**src/rtl/bsc_axiu_pkg.sv**
```systemverilog
// Shared definitions for the AXI utility adapters: bus width, FIFO entry layout
// and elaboration-time sizing helpers.
package bsc_axiu_pkg;

  localparam int AXIU_DATA_W = 64;
  localparam int AXIU_CNT_W  = 16;

  typedef struct packed {
    logic                   last;
    logic [AXIU_DATA_W-1:0] data;
  } axiu_ent_t;

  function automatic int clog2(input int v);
    int r;
    r = 0;
    while ((1 << r) < v) r++;
    return r;
  endfunction

  function automatic bit is_pow2(input int v);
    return (v >= 2) && ((v & (v - 1)) == 0);
  endfunction

endpackage

```
**src/rtl/bsc_axiu_hstostreamadapter_if.sv**
```systemverilog
// ap_hs input side and AXI4-Stream output side of the adapter, bundled.
// The adapter drives through 'master' (it is the stream master).
interface bsc_axiu_hstostreamadapter_if;
  import bsc_axiu_pkg::*;

  logic [AXIU_DATA_W-1:0] in_hs;
  logic                   in_hs_ap_vld;
  logic                   in_hs_ap_ack;
  logic [AXIU_DATA_W-1:0] outStream_tdata;
  logic                   outStream_tvalid;
  logic                   outStream_tready;
  logic                   outStream_tlast;

  modport master (
    input  in_hs, in_hs_ap_vld, outStream_tready,
    output in_hs_ap_ack, outStream_tdata, outStream_tvalid, outStream_tlast
  );

  modport slave (
    output in_hs, in_hs_ap_vld, outStream_tready,
    input  in_hs_ap_ack, outStream_tdata, outStream_tvalid, outStream_tlast
  );

endinterface

```
**src/rtl/bsc_axiu_syncFifo.sv**
```systemverilog
// Register-array FIFO; pointers/count reset asynchronously, storage is not reset.
// Writes while full and reads while empty are ignored.
module bsc_axiu_syncFifo
  import bsc_axiu_pkg::*;
#(
  parameter int DATA_W = 64,
  parameter int DEPTH  = 2
) (
  input  logic              clk,
  input  logic              rst_n,
  input  logic              i_push,
  input  logic [DATA_W-1:0] i_wdata,
  input  logic              i_pop,
  output logic [DATA_W-1:0] o_rdata,
  output logic              o_full,
  output logic              o_empty
);

  localparam int AW = clog2(DEPTH);
  localparam int CW = AW + 1;

  if (!is_pow2(DEPTH)) begin : g_bad_depth
    $error("bsc_axiu_syncFifo: DEPTH must be a power of two >= 2");
  end

  logic [DATA_W-1:0] r_mem [DEPTH];
  logic [AW-1:0]     r_wptr, r_rptr;
  logic [CW-1:0]     r_count;
  logic              w_wr, w_rd;

  assign w_wr    = i_push & ~o_full;
  assign w_rd    = i_pop & ~o_empty;
  assign o_full  = (r_count == CW'(DEPTH));
  assign o_empty = (r_count == '0);
  assign o_rdata = r_mem[r_rptr];

  always_ff @(posedge clk) begin
    if (w_wr) r_mem[r_wptr] <= i_wdata;
  end

  // Pointers wrap naturally because DEPTH is a power of two.
  always_ff @(posedge clk or negedge rst_n) begin
    if (!rst_n) begin
      r_wptr  <= '0;
      r_rptr  <= '0;
      r_count <= '0;
    end else begin
      if (w_wr) r_wptr <= r_wptr + 1'b1;
      if (w_rd) r_rptr <= r_rptr + 1'b1;
      case ({w_wr, w_rd})
        2'b10:   r_count <= r_count + 1'b1;
        2'b01:   r_count <= r_count - 1'b1;
        default: r_count <= r_count;
      endcase
    end
  end

endmodule

```
**src/rtl/bsc_axiu_hstostreamadapter.sv**
```systemverilog
// ap_hs producer -> 64-bit AXI4-Stream master through an elastic FIFO, with an
// optional TLAST every PKT_WORDS words tagged at push time.
module bsc_axiu_hstostreamadapter
  import bsc_axiu_pkg::*;
#(
  parameter int DEPTH     = 2,
  parameter int PKT_WORDS = 0
) (
  input  logic                           aclk,
  input  logic                           aresetn,
  bsc_axiu_hstostreamadapter_if.master   io
);

  localparam int ENT_W = $bits(axiu_ent_t);

  if (PKT_WORDS < 0 || PKT_WORDS > 65535) begin : g_bad_pkt
    $error("bsc_axiu_hstostreamadapter: PKT_WORDS out of range 0..65535");
  end

  logic      w_full, w_empty;
  logic      w_push, w_pop, w_last;
  axiu_ent_t w_wr_ent, w_rd_ent;

  // No bypass: ack only looks at the registered full flag, never at tready.
  assign w_push = io.in_hs_ap_vld & ~w_full & aresetn;
  assign w_pop  = ~w_empty & io.outStream_tready;

  assign w_wr_ent = '{last: w_last, data: io.in_hs};

  assign io.in_hs_ap_ack     = w_push;
  assign io.outStream_tvalid = ~w_empty;
  assign io.outStream_tdata  = w_rd_ent.data;
  assign io.outStream_tlast  = w_rd_ent.last;

  if (PKT_WORDS > 0) begin : g_wcnt
    logic [AXIU_CNT_W-1:0] r_wcnt;

    assign w_last = (r_wcnt == AXIU_CNT_W'(PKT_WORDS - 1));

    always_ff @(posedge aclk or negedge aresetn) begin
      if (!aresetn)    r_wcnt <= '0;
      else if (w_push) r_wcnt <= w_last ? '0 : r_wcnt + 1'b1;
    end
  end else begin : g_no_wcnt
    assign w_last = 1'b0;
  end

  bsc_axiu_syncFifo #(
    .DATA_W (ENT_W),
    .DEPTH  (DEPTH)
  ) u_fifo (
    .clk     (aclk),
    .rst_n   (aresetn),
    .i_push  (w_push),
    .i_wdata (w_wr_ent),
    .i_pop   (w_pop),
    .o_rdata (w_rd_ent),
    .o_full  (w_full),
    .o_empty (w_empty)
  );

endmodule

```
**src/flat_wrapper.sv**
```systemverilog
// flat-port wrapper written by rule: the top's interface ports become plain ports
module bsc_axiu_hstostreamadapter_flat import bsc_axiu_pkg::*;
#(
  parameter int DEPTH     = 2,
  parameter int PKT_WORDS = 0
)
  (aclk, aresetn, io_in_hs, io_in_hs_ap_vld, io_outStream_tready, io_in_hs_ap_ack, io_outStream_tdata, io_outStream_tvalid, io_outStream_tlast);
  bsc_axiu_hstostreamadapter_if io_i ();
  input  logic aclk;
  input  logic aresetn;
  input wire logic [$bits(io_i.in_hs)-1:0] io_in_hs;
  input wire logic [$bits(io_i.in_hs_ap_vld)-1:0] io_in_hs_ap_vld;
  input wire logic [$bits(io_i.outStream_tready)-1:0] io_outStream_tready;
  output wire logic [$bits(io_i.in_hs_ap_ack)-1:0] io_in_hs_ap_ack;
  output wire logic [$bits(io_i.outStream_tdata)-1:0] io_outStream_tdata;
  output wire logic [$bits(io_i.outStream_tvalid)-1:0] io_outStream_tvalid;
  output wire logic [$bits(io_i.outStream_tlast)-1:0] io_outStream_tlast;
  assign io_i.in_hs = io_in_hs;
  assign io_i.in_hs_ap_vld = io_in_hs_ap_vld;
  assign io_i.outStream_tready = io_outStream_tready;
  assign io_in_hs_ap_ack = io_i.in_hs_ap_ack;
  assign io_outStream_tdata = io_i.outStream_tdata;
  assign io_outStream_tvalid = io_i.outStream_tvalid;
  assign io_outStream_tlast = io_i.outStream_tlast;
  bsc_axiu_hstostreamadapter #(.DEPTH(DEPTH), .PKT_WORDS(PKT_WORDS)) u_core (.aclk(aclk), .aresetn(aresetn), .io(io_i));
endmodule
```
**config.mk**
```make
export PLATFORM = sky130hd
export DESIGN_NAME = bsc_axiu_hstostreamadapter_flat
export DESIGN_NICKNAME = d
export VERILOG_FILES = /design/src/rtl/bsc_axiu_pkg.sv /design/src/rtl/bsc_axiu_hstostreamadapter_if.sv /design/src/rtl/bsc_axiu_syncFifo.sv /design/src/rtl/bsc_axiu_hstostreamadapter.sv /design/src/flat_wrapper.sv
export SDC_FILE = /design/constraint.sdc
export NUM_CORES = 1
export LEC_CHECK = 0
export ABC_AREA = 1
export ABC_CLOCK_PERIOD_IN_PS = 3750
export CORE_MARGIN = 8
export CORE_UTILIZATION = 43
export DETAILED_ROUTE_END_ITERATION = 8
export GPL_TIMING_DRIVEN = 0
export MAX_ROUTING_LAYER = met4
export PLACE_DENSITY = 0.76
export SLEW_MARGIN = 5
export SYNTH_ARGS = -nofsm -noshare
export SYNTH_HDL_FRONTEND = slang
export SYNTH_SLANG_ARGS = --single-unit
```
**constraint.sdc**
```tcl
create_clock -name aclk -period 3.75 [get_ports aclk]
set_input_delay 0.9375 -clock aclk [delete_from_list [all_inputs] [get_ports aclk]]
set_output_delay 0.9375 -clock aclk [all_outputs]
set_load 0.02 [all_outputs]
```
---- Word-level counts from Yosys, hierarchy flattened ----
Memory sizes are Yosys's and may differ from the RTL's.
Cells that the tools add are included.
storage, ports and cells
  register bits after elaboration ......... 4
  bits in writable memories ............... 128
  bits of input ports ..................... 68
  output and inout port bits .............. 67
  logic and storage cells ................. 23
  memories ................................ 1
cells by class
  $add $sub $neg .......................... 4
  equality and inequality tests ........... 3
  multiplexer cells ....................... 3
  bitwise gates (word level) .............. 7
  reduce and logical (&&, ||, !) cells .... 2
memory list
  memory               depth  bits a word  read ports  clocked after memory_dff  write ports  line                     text
  u_core.u_fifo.r_mem  2      64           1           0                         1            bsc_axiu_syncFifo.sv:26  logic [DATA_W-1:0] r_mem [DEPTH];
operators with widths
  cell                   number
  $and A1 B1 Y1          5
  $eq A2 B2 Y1 const B   2
  $pmux W2 S2            1
  $add A1 B1 Y1 const B  2
  $add A2 B1 Y2 const B  1
  $eq A2 B1 Y1 const B   1
  $logic_not A2 Y1       1
  $mux W1                2
  $not A1 Y1             2
  $reduce_bool A2 Y1     1
  $sub A2 B1 Y2 const B  1

---- Depth between registers and ports, before layout ----
Gate-level depths: netlist of the first run.
  word-level depth ........................ 7
  gate-level depth with buffers ........... 10
  mapped depth without buffers ............ 10

---- Cells and area by module ----
From an unflattened synthesis of the first run, not the netlist that was laid out.
unflattened totals
  cells, all modules ...................... 378
  area, all modules ....................... 4,973.5 um^2
by module, submodules not included
  module                      instances  cells each  area each (um^2)  sequential area each (um^2)
  bsc_axiu_syncFifo           1          372         4,948.5           4,003.8
  bsc_axiu_hstostreamadapter  1          6           25.0              0.0

---- Worst setup path after synthesis of the first run ----
OpenSTA, ideal clock, no wires.
  kind .................................... input to register
  start ................................... in aresetn
  end ..................................... mem u_core.u_fifo.r_mem[1][0], enable pin
  library setup time ...................... 0.486 ns
  arrival ................................. 3.739 ns
  required time ........................... 3.264 ns
  slack ................................... -0.475 ns
  cell stages on the path ................. 2
  buffers on the path ..................... 0
  path through ............................ nand3_1 nor2_1
on the way
  longest elaborated chain between the ends .. 4
RTL lines
  element                        line                              text
  from (decl)                    flat_wrapper.sv:10                input logic aresetn;
  $and A1 B1 Y1                  bsc_axiu_hstostreamadapter.sv:25  assign w_push = io.in_hs_ap_vld & ~w_full & aresetn;
  $and A1 B1 Y1                  bsc_axiu_syncFifo.sv:31           assign w_wr = i_push & ~o_full;
  $mux W1                        bsc_axiu_syncFifo.sv:38           if (w_wr) r_mem[r_wptr] <= i_wdata;
  $mux W1 (implied by the code)  bsc_axiu_syncFifo.sv:38
  to (decl)                      bsc_axiu_syncFifo.sv:26
Every way passes these cells.

---- Worst setup path after layout of the first run ----
  start ................................... in aresetn
  end ..................................... out io_in_hs_ap_ack
on the way
  longest elaborated chain between the ends .. 1
RTL lines
  element        line                              text
  $and A1 B1 Y1  bsc_axiu_hstostreamadapter.sv:25
  to (decl)      flat_wrapper.sv:14                output wire logic [$bits(io_i.in_hs_ap_ack)-1:0] io_in_hs_ap_ack;
Every way passes these cells.

==> impl_metrics.env, run 1 <==
export IMPL_core_area_um2=11300
export IMPL_dp_slack_ns=0.371
export IMPL_clock_path_buffers=2
export IMPL_max_slew_margin=0.447
export IMPL_holdWs_ns=0.502
export IMPL_crit_chain="clkdlybuf4s50_1 > nand2_1 > a21oi_1 > clkdlybuf4s50_1"
export IMPL_cts_htree_levels=4
export IMPL_path_class="input port to primary output"
export IMPL_max_freq_mhz=296
export IMPL_gp_congestion=0.740
export IMPL_ys_seq_area_frac=0.806
export IMPL_final_setup_worst_slack_ns=0.368
export IMPL_grt_max_degree=65
export IMPL_yosysWarnings=0
export IMPL_crit_buf_inv=2
export IMPL_die_x_um=123
export IMPL_die_area_um2=15100
export IMPL_r2r_start="u_core.u_fifo.r_count[0]$_DFFE_PN0P_"
export IMPL_max_stage_delay_ns=0.64
export IMPL_clk_pin_slew_ns=0.05
export IMPL_critical_path_depth=4
export IMPL_syn_area_um2=4900
export IMPL_syn_num_nets=438
export IMPL_setup_viol=0
export IMPL_crit_arrival_ns=2.44
export IMPL_power_leakage_nw=2.77
export IMPL_fin_crit_sh=0.902
export IMPL_cpMostUsedCell="clkdlybuf4s50_1"
export IMPL_crit_fanout=6
export IMPL_worstPathRequired_ns=2.81
export IMPL_powerDensity_nw_per_um2=781
export IMPL_vias=3149
export IMPL_ff2ff_path_depth=4
export IMPL_hold_buffers=0
export IMPL_grt_pass1_wl_um=16500
export IMPL_synth_largest_area_cell="edfxtp_1"
export IMPL_rsz0062_at_grt="false"
export IMPL_place_area_um2=6460
export IMPL_finalClockSkew_ns=0.0116
export IMPL_ctsResizeCount=0
export IMPL_placed_cells=647
export IMPL_grt_pass1_vias=3384
export IMPL_fin_area_um2=7060
export IMPL_drive_above_1_share=0.0970
export IMPL_cts_buffers=17
export IMPL_io_buffer_count=133
export IMPL_row_count=39
export IMPL_ant_nets=0
export IMPL_hold_depth=2
export IMPL_start_kind="input port"
export IMPL_antenna_cells=0
export IMPL_vdd_drop_max_mv=0.347
export IMPL_slew_violations=0
export IMPL_first_pass_iters=5
export IMPL_hold_viol_final=0
export IMPL_finalNonFillerCells=679
export IMPL_crit_path_end_kind="primary output"
export IMPL_status="finished clean"
export IMPL_setup_tns_ns=0
export IMPL_drtIter0Drc=138
export IMPL_critPathSlowestCell="clkdlybuf4s50_1"
export IMPL_syn_area_per_cell_um2=13.3
export IMPL_power_mw=5.52
export IMPL_crit_family="buffers and inverters"
export IMPL_cts_tree="done"
export IMPL_ios=135
export IMPL_clock_latency_ns=0.42
export IMPL_min_period_ns=3.38
export IMPL_synth_cell_type_count=14
export IMPL_antenna_found_initial=0
export IMPL_start_util=0.434
export IMPL_final_core_util=0.626
export IMPL_tightest_slew_ns=0.829
export IMPL_clock_sinks=132
export IMPL_fin_nets=592
export IMPL_die_y_um=123
export IMPL_final_common_cell="nand2_1"
export IMPL_ys_seq_elements=132
export IMPL_min_path_type="register to register"
export IMPL_layout_common_cells="nand2_1, clkdlybuf4s50_1, edfxtp_1"
export IMPL_wl_um=10500
export IMPL_synth_area_leaders="edfxtp_1, nand2_1, dfrtp_1, buf_4, buf_2"
export IMPL_synthCells=369
export IMPL_synth_top_area_share=0.785
export IMPL_drv_cap=0
export IMPL_root_buffer="clkbuf_16"
export IMPL_avgRoutedWirePerCell_um=15.5
export IMPL_hpwl_um=7110
export IMPL_vias_per_cell=4.64
export IMPL_drc=0
export IMPL_gr_total_overflow=0
export IMPL_hold_start="u_core.u_fifo.r_wptr$_DFFE_PN0P_"
export IMPL_crit_start="aresetn"
export IMPL_post_cts_repair_setup_buffers=0
export IMPL_syn_to_final_growth_pct=44.2
export IMPL_grtUsageTotal=0.150
-- report_power, final --
| group | total [mW] | internal, mW | switching [mW] |
|---|---|---|---|
| Sequential | 1.89 | 1.84 | 0.0531 |
| Combinational | 1.96 | 0.827 | 1.14 |
| Clock | 1.67 | 1.05 | 0.616 |
| Total | 5.52 | 3.71 | 1.80 |
-- sequential cells by signal, summed over array words and instances (netlist names) --
name	cells
u_core.u_fifo.r_wptr	1
u_core.u_fifo.r_count	2
u_core.u_fifo.r_mem	128
u_core.u_fifo.r_rptr	1
-- worst register-to-register path, delay by kind of cell, from the launching register on --
| kind | cells | cell delay [ns] |
|---|---|---|
| compound gates | 1 | 0.18 |
| buf+inv | 2 | 0.72 |
| flops | 1 | 0.38 |
| simple gates | 1 | 0.14 |
-- routing by layer --
layer / GRT usage / part of all wire / vias to the layer above
li1: - / - / 1549
met1: 0.165 / 0.42 / 1485
met2: 0.245 / 0.50 / 98
met3: 0.0469 / 0.063 / 17
met4: 0.0724 / 0.017 / 0
met5: - / 0 / -
-- Yosys cell counts, drive strengths merged --
cell type  count
nand2        205
edfxtp       128
buf           15
inv            8
dfrtp          4
nand3          3
a21oi          1
conb           1
ha             1
nand4          1
nor2           1
xnor2          1
-- worst paths after layout --
check | endpoint | slack, ns
min reg2reg | u_core.u_fifo.r_wptr$_DFFE_PN0P_ | 0.50
min | u_core.u_fifo.r_wptr$_DFFE_PN0P_ | 0.50
max reg2reg | u_core.u_fifo.r_mem[0][1]$_DFFE_PP_ | 1.94
max | io_in_hs_ap_ack | 0.37
max in group asynchronous | u_core.u_fifo.r_count[0]$_DFFE_PN0P_ | 2.78
min in group asynchronous | u_core.u_fifo.r_rptr$_DFFE_PN0P_ | 0.76
-- final cells by class --
class                      instances  area [µm²]
clock buffer                      17         425
multi-input combinational        214         832
clock inverter                    15         179
tap                              143         179
fill                             867        4210
timing repair buffer             135        1370
inverter                           8        32.5
sequential                       132        3940
buffer                            15        97.6
-- kinds of logic (layout without fill, tap and decap cells) --
group | count (synthesis) | in the layout | share of synthesized area
buf+inv | 23 | 190 | 0.0261
xor+xnor | 1 | 1 | 0.00179
fa+ha+maj | 1 | 1 | 0.00256
simple gates | 210 | 210 | 0.162
other cells | 1 | 1 | 0.000766
compound gates | 1 | 1 | 0.00102
flops | 132 | 132 | 0.806
(Power assumes the default switching activity.)
==> run 2: changes to the inputs <==
- ABC_CLOCK_PERIOD_IN_PS: 3750 -> 2800
- CORE_MARGIN: 8 -> 1
- clock period: 3.75 -> 2.8 ns (I/O delays scaled with it)
==> run 2 against run 1 <==
Highest routed layer unchanged; cell count fell by 0.29%; hold slack got worse by 0.026 ns; critical endpoint is now io_outStream_tdata[22]; sequential share of layout area down 0.36 points; clock-buffer cell count unchanged; non-clock buffer count rose by 1; die area shrank 22%; register-to-register slack worse by 1.2 ns; largest cell class unchanged; setup slack lost 0.26 ns.
==> impl_metrics.env, run 2 (synthesis results as in run 1) <==
export IMPL_vdd_drop_max_mv=0.492
export IMPL_vias=3142
export IMPL_power_mw=7.10
export IMPL_path_class="register to primary output"
export IMPL_critPathSlowestCell="clkdlybuf4s50_1"
export IMPL_largest_reg_flops=128
export IMPL_cts_buffers=17
export IMPL_swShare=0.332
export IMPL_cts_htree_levels=4
export IMPL_die_y_um=109
export IMPL_min_path_type="register to register"
export IMPL_power_frac_seq=0.356
export IMPL_core_area_um2=11000
export IMPL_final_common_cell="nand2_1"
export IMPL_rsz0062_at_grt="false"
export IMPL_fin_area_um2=7110
export IMPL_ios=135
export IMPL_finalClockSkew_ns=0.0121
export IMPL_start_util=0.446
export IMPL_cpMostUsedCell="nand2_1"
export IMPL_clock_sinks=132
export IMPL_place_area_um2=6470
export IMPL_drive_above_1_share=0.0931
export IMPL_p_sw_mw=2.35
export IMPL_max_slew_margin=0.554
export IMPL_fin_nets=593
export IMPL_max_freq_mhz=371
export IMPL_syn_to_final_growth_pct=45.2
export IMPL_die_area_um2=11800
export IMPL_finalNonFillerCells=677
export IMPL_grt_pass1_vias=3144
export IMPL_hpwl_um=6490
export IMPL_die_x_um=109
export IMPL_powerDensity_nw_per_um2=999
export IMPL_clock_path_buffers=2
export IMPL_hold_viol_final=0
export IMPL_post_cts_repair_setup_buffers=0
export IMPL_drtIter0Drc=141
export IMPL_first_pass_iters=4
export IMPL_grt_pass1_wl_um=14900
export IMPL_worstPathRequired_ns=2.10
export IMPL_wl_um=9660
export IMPL_avgRoutedWirePerCell_um=14.3
export IMPL_clock_latency_ns=0.40
export IMPL_cts_tree="done"
export IMPL_crit_fanout=10
export IMPL_hold_buffers=0
export IMPL_grtUsageTotal=0.176
export IMPL_placed_cells=645
export IMPL_antenna_cells=0
export IMPL_intPower_mw=4.74
export IMPL_clkPwrFrac=0.280
export IMPL_grt_max_degree=37
export IMPL_crit_path_end_kind="primary output"
export IMPL_root_buffer="clkbuf_16"
export IMPL_min_period_ns=2.69
export IMPL_io_buffer_count=133
export IMPL_vias_per_cell=4.64
export IMPL_layout_common_cells="nand2_1, edfxtp_1, clkdlybuf4s50_1"
export IMPL_setup_viol=0
export IMPL_drc=0
export IMPL_antenna_found_initial=0
export IMPL_gp_congestion=0.704
export IMPL_final_core_util=0.647
export IMPL_top_regs="u_core.u_fifo.r_mem (128), u_core.u_fifo.r_count (2)"
export IMPL_clk_pin_slew_ns=0.06
export IMPL_slew_violations=0
export IMPL_holdWs_ns=0.476
export IMPL_top_register="u_core.u_fifo.r_mem"
export IMPL_fin_crit_sh=0.962
export IMPL_start_kind="register"
export IMPL_drv_cap=0
export IMPL_row_count=38
export IMPL_n_fill_cell=812
export IMPL_crit_arrival_ns=1.99
export IMPL_ant_nets=0
export IMPL_power_leakage_nw=3.08
export IMPL_pwr_share_comb=0.364
export IMPL_crit_chain="inv_2 > buf_4 > clkbuf_4 > nand2_1 > nand2_1 > clkdlybuf4s50_1"
export IMPL_gr_total_overflow=0
export IMPL_tightest_slew_ns=0.667
export IMPL_max_stage_delay_ns=0.60
export IMPL_status="finished clean"
==> run 2: cell count changes in the layout (fill, tap and decap cells not counted) <==
cell | before | now
clkdlybuf4s50_1 | 133 | 98
inv_6 | 4 | 0
buf_2 | 6 | 2
inv_4 | 1 | 0
bufinv_16 | 3 | 1
buf_12 | 2 | 3
dlygate4sd2_1 | 0 | 2
clkbuf_4 | 0 | 4
clkinv_1 | 0 | 3
dlymetal6s2s_1 | 0 | 33
clkinvlp_4 | 4 | 8
==> run 2: final timing paths <==
kind	start	endpoint	slack (ns)	depth (start not counted)
max	u_core.u_fifo.r_rptr$_DFFE_PN0P_	io_outStream_tdata[22]	0.11	6
min	u_core.u_fifo.r_wptr$_DFFE_PN0P_	u_core.u_fifo.r_wptr$_DFFE_PN0P_	0.48	2
max reg2reg	u_core.u_fifo.r_count[0]$_DFFE_PN0P_	u_core.u_fifo.r_mem[0][13]$_DFFE_PP_	0.77	5
min reg2reg	u_core.u_fifo.r_wptr$_DFFE_PN0P_	u_core.u_fifo.r_wptr$_DFFE_PN0P_	0.48	2
max in group asynchronous	aresetn	u_core.u_fifo.r_count[0]$_DFFE_PN0P_	2.06	1
min in group asynchronous	aresetn	u_core.u_fifo.r_wptr$_DFFE_PN0P_	0.53	1
==> run 2: cell type report <==
type / instances / area, µm² / share of cell area
clock buffers: 17 / 425 / 0.0599
plain buffers: 15 / 108 / 0.0151
multi-input cells: 214 / 832 / 0.117
clock inverters: 15 / 118 / 0.0165
inverters: 8 / 33.8 / 0.00475
repair buffers: 136 / 1470 / 0.207
well taps: 140 / 175 / 0.0246
flip-flops and latches: 132 / 3940 / 0.555
==> run 2: routing by layer <==
| metal | vias to the layer above | global-route usage | routed length [µm] |
|---|---|---|---|
| li1 | 1549 | - | - |
| met1 | 1485 | 0.209 | 4000 |
| met4 | 0 | 0.0743 | 58 |
| met5 | - | - | 0 |
| met3 | 7 | 0.0460 | 501 |
| met2 | 101 | 0.285 | 5100 |
==> run 2: worst max-delay path: cells and delay by family (launching register included) <==
family | cells | cell delay, ns
buf+inv | 4 | 1.06
flops | 1 | 0.40
simple gates | 2 | 0.13
==> run 2: power by group through the flow <==
stage | registers (mW) | logic, mW | clock network (mW)
finish | 2.53 | 2.58 | 1.99
global route | 2.55 | 2.80 | 2.12
CTS | 2.53 | 2.67 | 2.03
detailed placement | 2.57 | 2.66 | 0
global placement | 2.57 | 2.58 | 0
floorplan | 2.56 | 1.41 | 0
==> run 2: what timing repair did <==
item | CTS | global route
gates resized for setup | 2 | 37
endpoints found under the setup margin | 2 | 39
gates cloned | 0 | 0
==> run 2: per-stage QoR <==
| stage | setup TNS (ns) | worst slack, ns |
|---|---|---|
| after CTS | 0 | 0.00753 |
| final | 0 | 0.105 |
| after global routing | 0 | 0.000739 |
| after detailed placement | -3.43 | -0.107 |
| after floorplan | 0 | 0.404 |
| after global placement | -76.38 | -0.610 |
